===== src/rtl/nsc8_pkg.sv =====
// Shared definitions for the NSC-8 control path: state encodings,
// opcode constants, the control-strobe bundle and instruction step counts.
package nsc8_pkg;

  typedef enum logic [2:0] {
    ST_IDLE   = 3'd0,
    ST_FETCH0 = 3'd1,
    ST_FETCH1 = 3'd2,
    ST_EXEC1  = 3'd3,
    ST_EXEC2  = 3'd4,
    ST_EXEC3  = 3'd5,
    ST_HALT   = 3'd6
  } state_t;

  localparam logic [3:0] OP_NOP = 4'h0;
  localparam logic [3:0] OP_LDA = 4'h1;
  localparam logic [3:0] OP_ADD = 4'h2;
  localparam logic [3:0] OP_SUB = 4'h3;
  localparam logic [3:0] OP_STA = 4'h4;
  localparam logic [3:0] OP_LDI = 4'h5;
  localparam logic [3:0] OP_JMP = 4'h6;
  localparam logic [3:0] OP_OUT = 4'hE;
  localparam logic [3:0] OP_HLT = 4'hF;

  // One bit per control line; the first five are the bus drivers.
  typedef struct packed {
    logic pc_out_enable;
    logic ram_output_enable;
    logic ir_out_enable;
    logic output_enable;
    logic alu_output_enable;
    logic mar_load;
    logic ir_load;
    logic load_a;
    logic load_immediate_a;
    logic load_b;
    logic ram_write;
    logic pc_load;
    logic out_load;
    logic pc_enable;
    logic alu_sub;
    logic halted;
  } ctrl_t;

  // Number of EXEC states an opcode occupies before returning to FETCH0.
  function automatic logic [1:0] exec_steps(input logic [3:0] op);
    case (op)
      OP_LDA, OP_STA: return 2'd2;
      OP_ADD, OP_SUB: return 2'd3;
      default:        return 2'd1;
    endcase
  endfunction

endpackage


===== src/rtl/control_decode.sv =====
// Combinational micro-step decoder: (state, opcode) -> control strobes.
module control_decode
  import nsc8_pkg::*;
(
  input  state_t     state,
  input  logic [3:0] opcode,
  output ctrl_t      ctrl
);

  // Strobes for the current micro-step; everything idles low unless named.
  always_comb begin
    // NOTE: assigning a default to every output before the case keeps
    // unlisted paths from holding their old value, which would infer latches.
    ctrl = '0;
    case (state)
      ST_FETCH0: begin
        ctrl.pc_out_enable = 1'b1;
        ctrl.mar_load      = 1'b1;
      end
      ST_FETCH1: begin
        ctrl.ram_output_enable = 1'b1;
        ctrl.ir_load           = 1'b1;
        ctrl.pc_enable         = 1'b1;
      end
      ST_EXEC1: begin
        case (opcode)
          OP_LDA, OP_ADD, OP_SUB, OP_STA: begin
            ctrl.ir_out_enable = 1'b1;
            ctrl.mar_load      = 1'b1;
          end
          OP_LDI: begin
            ctrl.ir_out_enable    = 1'b1;
            ctrl.load_immediate_a = 1'b1;
          end
          OP_JMP: begin
            ctrl.ir_out_enable = 1'b1;
            ctrl.pc_load       = 1'b1;
          end
          OP_OUT: begin
            ctrl.output_enable = 1'b1;
            ctrl.out_load      = 1'b1;
          end
          default: ;  // NOP, HLT and undefined opcodes idle for one cycle
        endcase
      end
      ST_EXEC2: begin
        case (opcode)
          OP_LDA: begin
            ctrl.ram_output_enable = 1'b1;
            ctrl.load_a            = 1'b1;
          end
          OP_ADD, OP_SUB: begin
            ctrl.ram_output_enable = 1'b1;
            ctrl.load_b            = 1'b1;
          end
          OP_STA: begin
            ctrl.output_enable = 1'b1;
            ctrl.ram_write     = 1'b1;
          end
          default: ;
        endcase
      end
      ST_EXEC3: begin
        if (opcode == OP_ADD || opcode == OP_SUB) begin
          ctrl.alu_output_enable = 1'b1;
          ctrl.load_a            = 1'b1;
          ctrl.alu_sub           = (opcode == OP_SUB);
        end
      end
      ST_HALT: ctrl.halted = 1'b1;
      default: ;
    endcase
  end

endmodule


===== src/rtl/control_sequencer.sv =====
// NSC-8 Moore control sequencer: holds the state register and the
// instruction register, and fans the decoded strobe bundle out to ports.
module control_sequencer
  import nsc8_pkg::*;
#(
  parameter int X = 8
) (
  input  logic         clk,
  input  logic         rst_n,
  input  logic [X-1:0] instr_in,
  output logic         pc_out_enable,
  output logic         ram_output_enable,
  output logic         ir_out_enable,
  output logic         output_enable,
  output logic         alu_output_enable,
  output logic         mar_load,
  output logic         ir_load,
  output logic         load_a,
  output logic         load_immediate_a,
  output logic         load_b,
  output logic         ram_write,
  output logic         pc_load,
  output logic         out_load,
  output logic         pc_enable,
  output logic         alu_sub,
  output logic         halted,
  output logic [2:0]   state_out
);

  state_t     state;
  state_t     state_next;
  logic [X-1:0] ir;
  logic [3:0] opcode;
  logic [1:0] steps;
  ctrl_t      ctrl;
  logic       unused_operand;

  assign opcode = ir[X-1:X-4];
  assign steps  = exec_steps(opcode);

  // The operand nibble only ever reaches the bus through the IR itself.
  assign unused_operand = ^ir[X-5:0];

  // State register; reset drops straight to IDLE from any state.
  always_ff @(posedge clk or negedge rst_n) begin
    // NOTE: registers use non-blocking assignments so every flop samples
    // the pre-edge values, independent of statement order.
    if (!rst_n) state <= ST_IDLE;
    else        state <= state_next;
  end

  // Instruction register captures the data bus at the end of FETCH1 only.
  always_ff @(posedge clk or negedge rst_n) begin
    if (!rst_n)                  ir <= '0;
    else if (state == ST_FETCH1) ir <= instr_in;
  end

  // Next-state sequencing; the opcode's step count decides where EXEC ends.
  always_comb begin
    state_next = ST_IDLE;
    case (state)
      ST_IDLE:   state_next = ST_FETCH0;
      ST_FETCH0: state_next = ST_FETCH1;
      ST_FETCH1: state_next = ST_EXEC1;
      ST_EXEC1: begin
        if (opcode == OP_HLT)     state_next = ST_HALT;
        else if (steps == 2'd1)   state_next = ST_FETCH0;
        else                      state_next = ST_EXEC2;
      end
      ST_EXEC2:  state_next = (steps == 2'd2) ? ST_FETCH0 : ST_EXEC3;
      ST_EXEC3:  state_next = ST_FETCH0;
      ST_HALT:   state_next = ST_HALT;
      default:   state_next = ST_IDLE;
    endcase
  end

  control_decode u_decode (
    .state  (state),
    .opcode (opcode),
    .ctrl   (ctrl)
  );

  assign pc_out_enable     = ctrl.pc_out_enable;
  assign ram_output_enable = ctrl.ram_output_enable;
  assign ir_out_enable     = ctrl.ir_out_enable;
  assign output_enable     = ctrl.output_enable;
  assign alu_output_enable = ctrl.alu_output_enable;
  assign mar_load          = ctrl.mar_load;
  assign ir_load           = ctrl.ir_load;
  assign load_a            = ctrl.load_a;
  assign load_immediate_a  = ctrl.load_immediate_a;
  assign load_b            = ctrl.load_b;
  assign ram_write         = ctrl.ram_write;
  assign pc_load           = ctrl.pc_load;
  assign out_load          = ctrl.out_load;
  assign pc_enable         = ctrl.pc_enable;
  assign alu_sub           = ctrl.alu_sub;
  assign halted            = ctrl.halted;
  assign state_out         = state;

endmodule

===== config.mk =====
export PLATFORM = sky130hd
export DESIGN_NAME = control_sequencer
export DESIGN_NICKNAME = d
export VERILOG_FILES = /design/src/rtl/nsc8_pkg.sv /design/src/rtl/control_decode.sv /design/src/rtl/control_sequencer.sv
export SDC_FILE = /design/constraint.sdc
export NUM_CORES = 1
export LEC_CHECK = 0
export CAP_MARGIN = 20
export CORE_MARGIN = 2
export CORE_UTILIZATION = 42
export CTS_CLUSTER_SIZE = 10
export DETAILED_ROUTE_END_ITERATION = 10
export HOLD_SLACK_MARGIN = 0.05
export PLACE_DENSITY = 0.83
export SETUP_SLACK_MARGIN = 0.5
export SKIP_LAST_GASP = 1
export SLEW_MARGIN = 40
export SYNTH_ARGS = -nofsm -noshare
export SYNTH_HDL_FRONTEND = slang
export SYNTH_SLANG_ARGS = --single-unit

===== constraint.sdc =====
create_clock -name clk -period 3.6 [get_ports clk]
set_input_delay 0.36 -clock clk [delete_from_list [all_inputs] [get_ports clk]]
set_output_delay 0.36 -clock clk [all_outputs]
set_load 0.03 [all_outputs]

==> impl_results.md <==
* Outcome: completed
* Post-Syn Instances at 65
* Worst slew pin tran at 437 ps
* Met3 GRT Util at 3.91%
* Vias in the first global route at 478
* Mean Syn Cell Area at 9.05 um^2
* DPL Wire Length at 935 um
* Setup Crit Path Kind: register to output pin
* Layout area overhead at 40.9%
* Hold Crit Class: input port to asynchronous set/reset pin
* Final Hold Viols at 0
* Initial antenna violation count at 0
* Share of cells above drive strength 1 at 15.1%
* Util after Layout at 63.7%
* Ys Warns at 0
* Syn nets at 75
* Hold_buf cts at 0
* DIE HEIGHT at 41.4 um
* Met1 Usage GRT at 20.8%
* Final ANT Viol Nets at 0
* Post-CTS sizing at 0
* Setup TNS at 0 ps
* Seq cells post-synth at 7
* Worst VDD drop at 0.577 mV
* Final worst-path cycle share at 75.9%
* # port buffers at 24
* Slew Viols, Final at 0
* Avg WL per Cell at 12.8 um
* Total gr overflow at 0
* Vias per inst at 5.48
* H-tree depth at 1
* CTS root buffer: clkbuf_4
* N_diodes at 0
* Required @ worst endpoint at 3240 ps
* Post-synthesis cell area at 588 um^2
* Setup Skew at 1.81 ps
* Post-synthesis sequential area ratio at 29.8%
* Postcts setup bufs at 0
* Clk buf depth at 2
* Placer Congestion at 0.778
* DRC at 0
* Post-Route WL at 1290 um
* Final net count at 97
* Initial cell density of the core at 45.2%
* Commonest cells after routing, fill and taps aside: 24 x clkdlybuf4s50_1, 7 x dfrtp_1, 5 x mux2_2
* Clk Latency, worst-skew pair at 250 ps
* Placed Cells at 97
* Post-synthesis cell type count at 33
* CTS tree: yes
* Fmax at 366 MHz
* Met2 Use GR at 26.3%
* Vias at 553
* Pwr Density at 912 nW/um^2
* Largest net degree at the start of global routing at 14
* DRT iter0 DRCs at 2
* Site row count at 13
* Worst reg2reg startpoint: state_out[1]
* Endpoints failing setup at 0
* Nature of the critical path startpoint: register
* First-pass GRT wire length at 2200 um
* CP arrival at 2370 ps
* CTS sink cnt at 7
* Fill count at 115
* Slew HR at 70.4%
* Post-Layout Cell Count at 101
* Most common cell after layout, fill and taps aside: clkdlybuf4s50_1
* Detailed Routing Iterations Pass 1 at 4
* Pleak at 0.304 nW
* Max Cap Viol at 0
* Most used routing layer: met2
* Nature of the critical path endpoint: output pin
* RSZ-0062 raised after global routing: false
* CTS Buf Count at 3
* Final Power at 0.000755 W
* CP max FO at 12
* Setup crit start: state_out[1]
* Io pins at 29
* Reg2reg setup slack at 1990 ps
* Gr usage total at 16.8%
* Full die area at 1720 um^2
* Core ar. at 1300 um^2
* Final min period at 2730 ps
* Die Width at 41.4 um
* Clk slew on worst S/H paths at 50 ps
power breakdown:
group | total [W] | switching, W | leakage [nW] | internal, W
sequential | 0.000240 | 0.000124 | 0.0830 | 0.000116
combinational | 0.000444 | 0.000228 | 0.206 | 0.000216
clock | 0.0000711 | 0.0000288 | 0.0150 | 0.0000423
sequential cells by signal (all words and copies together) (netlist names):
name and flops:
ir 4, state_out 3
cell usage after synthesis:
cell type  count  area [um^2]
dfrtp_1        7          175
mux2_2         5         56.3
a21oi_1        4         20.0
nand2_1        4         15.0
nor3b_1        4         30.0
buf_2          3         15.0
nand3b_1       3         22.5
nor3_1         3         15.0
and2_1         2         12.5
buf_4          2         15.0
nand2b_1       2         12.5
nand4_1        2         12.5
nor2_1         2         7.51
nor2_2         2         12.5
nor2b_1        2         12.5
a21o_1         1         7.51
a21oi_2        1         8.76
and3_1         1         6.26
and4_1         1         8.76
buf_6          1         11.3
clkbuf_1       1         3.75
inv_1          1         3.75
mux2i_1        1         10.0
nand3_1        1         5.00
nor4bb_1       1         10.0
o21ai_0        1         5.00
o21bai_4       1         18.8
o2bb2ai_1      1         8.76
or2b_1         1         7.51
or3_1          1         6.26
or4b_1         1         10.0
or4b_4         1         13.8
xor2_1         1         8.76
final timing paths:
| check | end | cells after the start |
|---|---|---|
| hold reg to reg | state_out[2] | 2 |
| setup reg to reg | ir[4] | 3 |
| max in group asynchronous | ir[7] | 1 |
| min in group clk | ir[6] | 2 |
| hold / removal | state_out[1] | 1 |
| setup / recovery | ram_output_enable | 4 |
kinds of logic (layout without fill, tap and decap cells):
| logic type | after synthesis | after routing | synth area share (%) |
|---|---|---|---|
| mux | 6 | 6 | 11.3 |
| xor+xnor | 1 | 1 | 1.49 |
| simple gates | 34 | 34 | 37.4 |
| buf+inv | 8 | 29 | 8.30 |
| flops | 7 | 7 | 29.8 |
| compound gates | 9 | 9 | 11.7 |
metrics by stage:
stage | cell area, um^2 | hold WS, ps | worst slack, ps
after global placement | 802 | 635 | 1160
after floorplan | 588 | 64.4 | 1340
after global routing | 828 | 385 | 733
after detailed placement | 802 | 636 | 1140
final | 828 | 362 | 869
after CTS | 828 | 366 | 866
worst max-delay path, cell delays in order, from the launching register on:
cell,delay [ps]
dfrtp_1,500
or4b_4,610
o21bai_4,190
a21oi_2,130
clkdlybuf4s50_1,670
metal layers:
metal / wire length (um) / up-vias
met1: 577 / 255
li1: - / 277
met5: 0 / -
met2: 634 / 17
met3: 54 / 4
met4: 29 / 0
layout make-up:
type                       count  area [um^2]  share of cell area, %
multi-input combinational     50          364                   44.0
timing repair buffer          24          240                   29.0
sequential                     7          175                   21.1
clock buffer                   4         26.3                   3.17
tap                           15         18.8                   2.27
inverter                       1         3.75                  0.453
No activity file was read; power rests on OpenSTA's default activity.
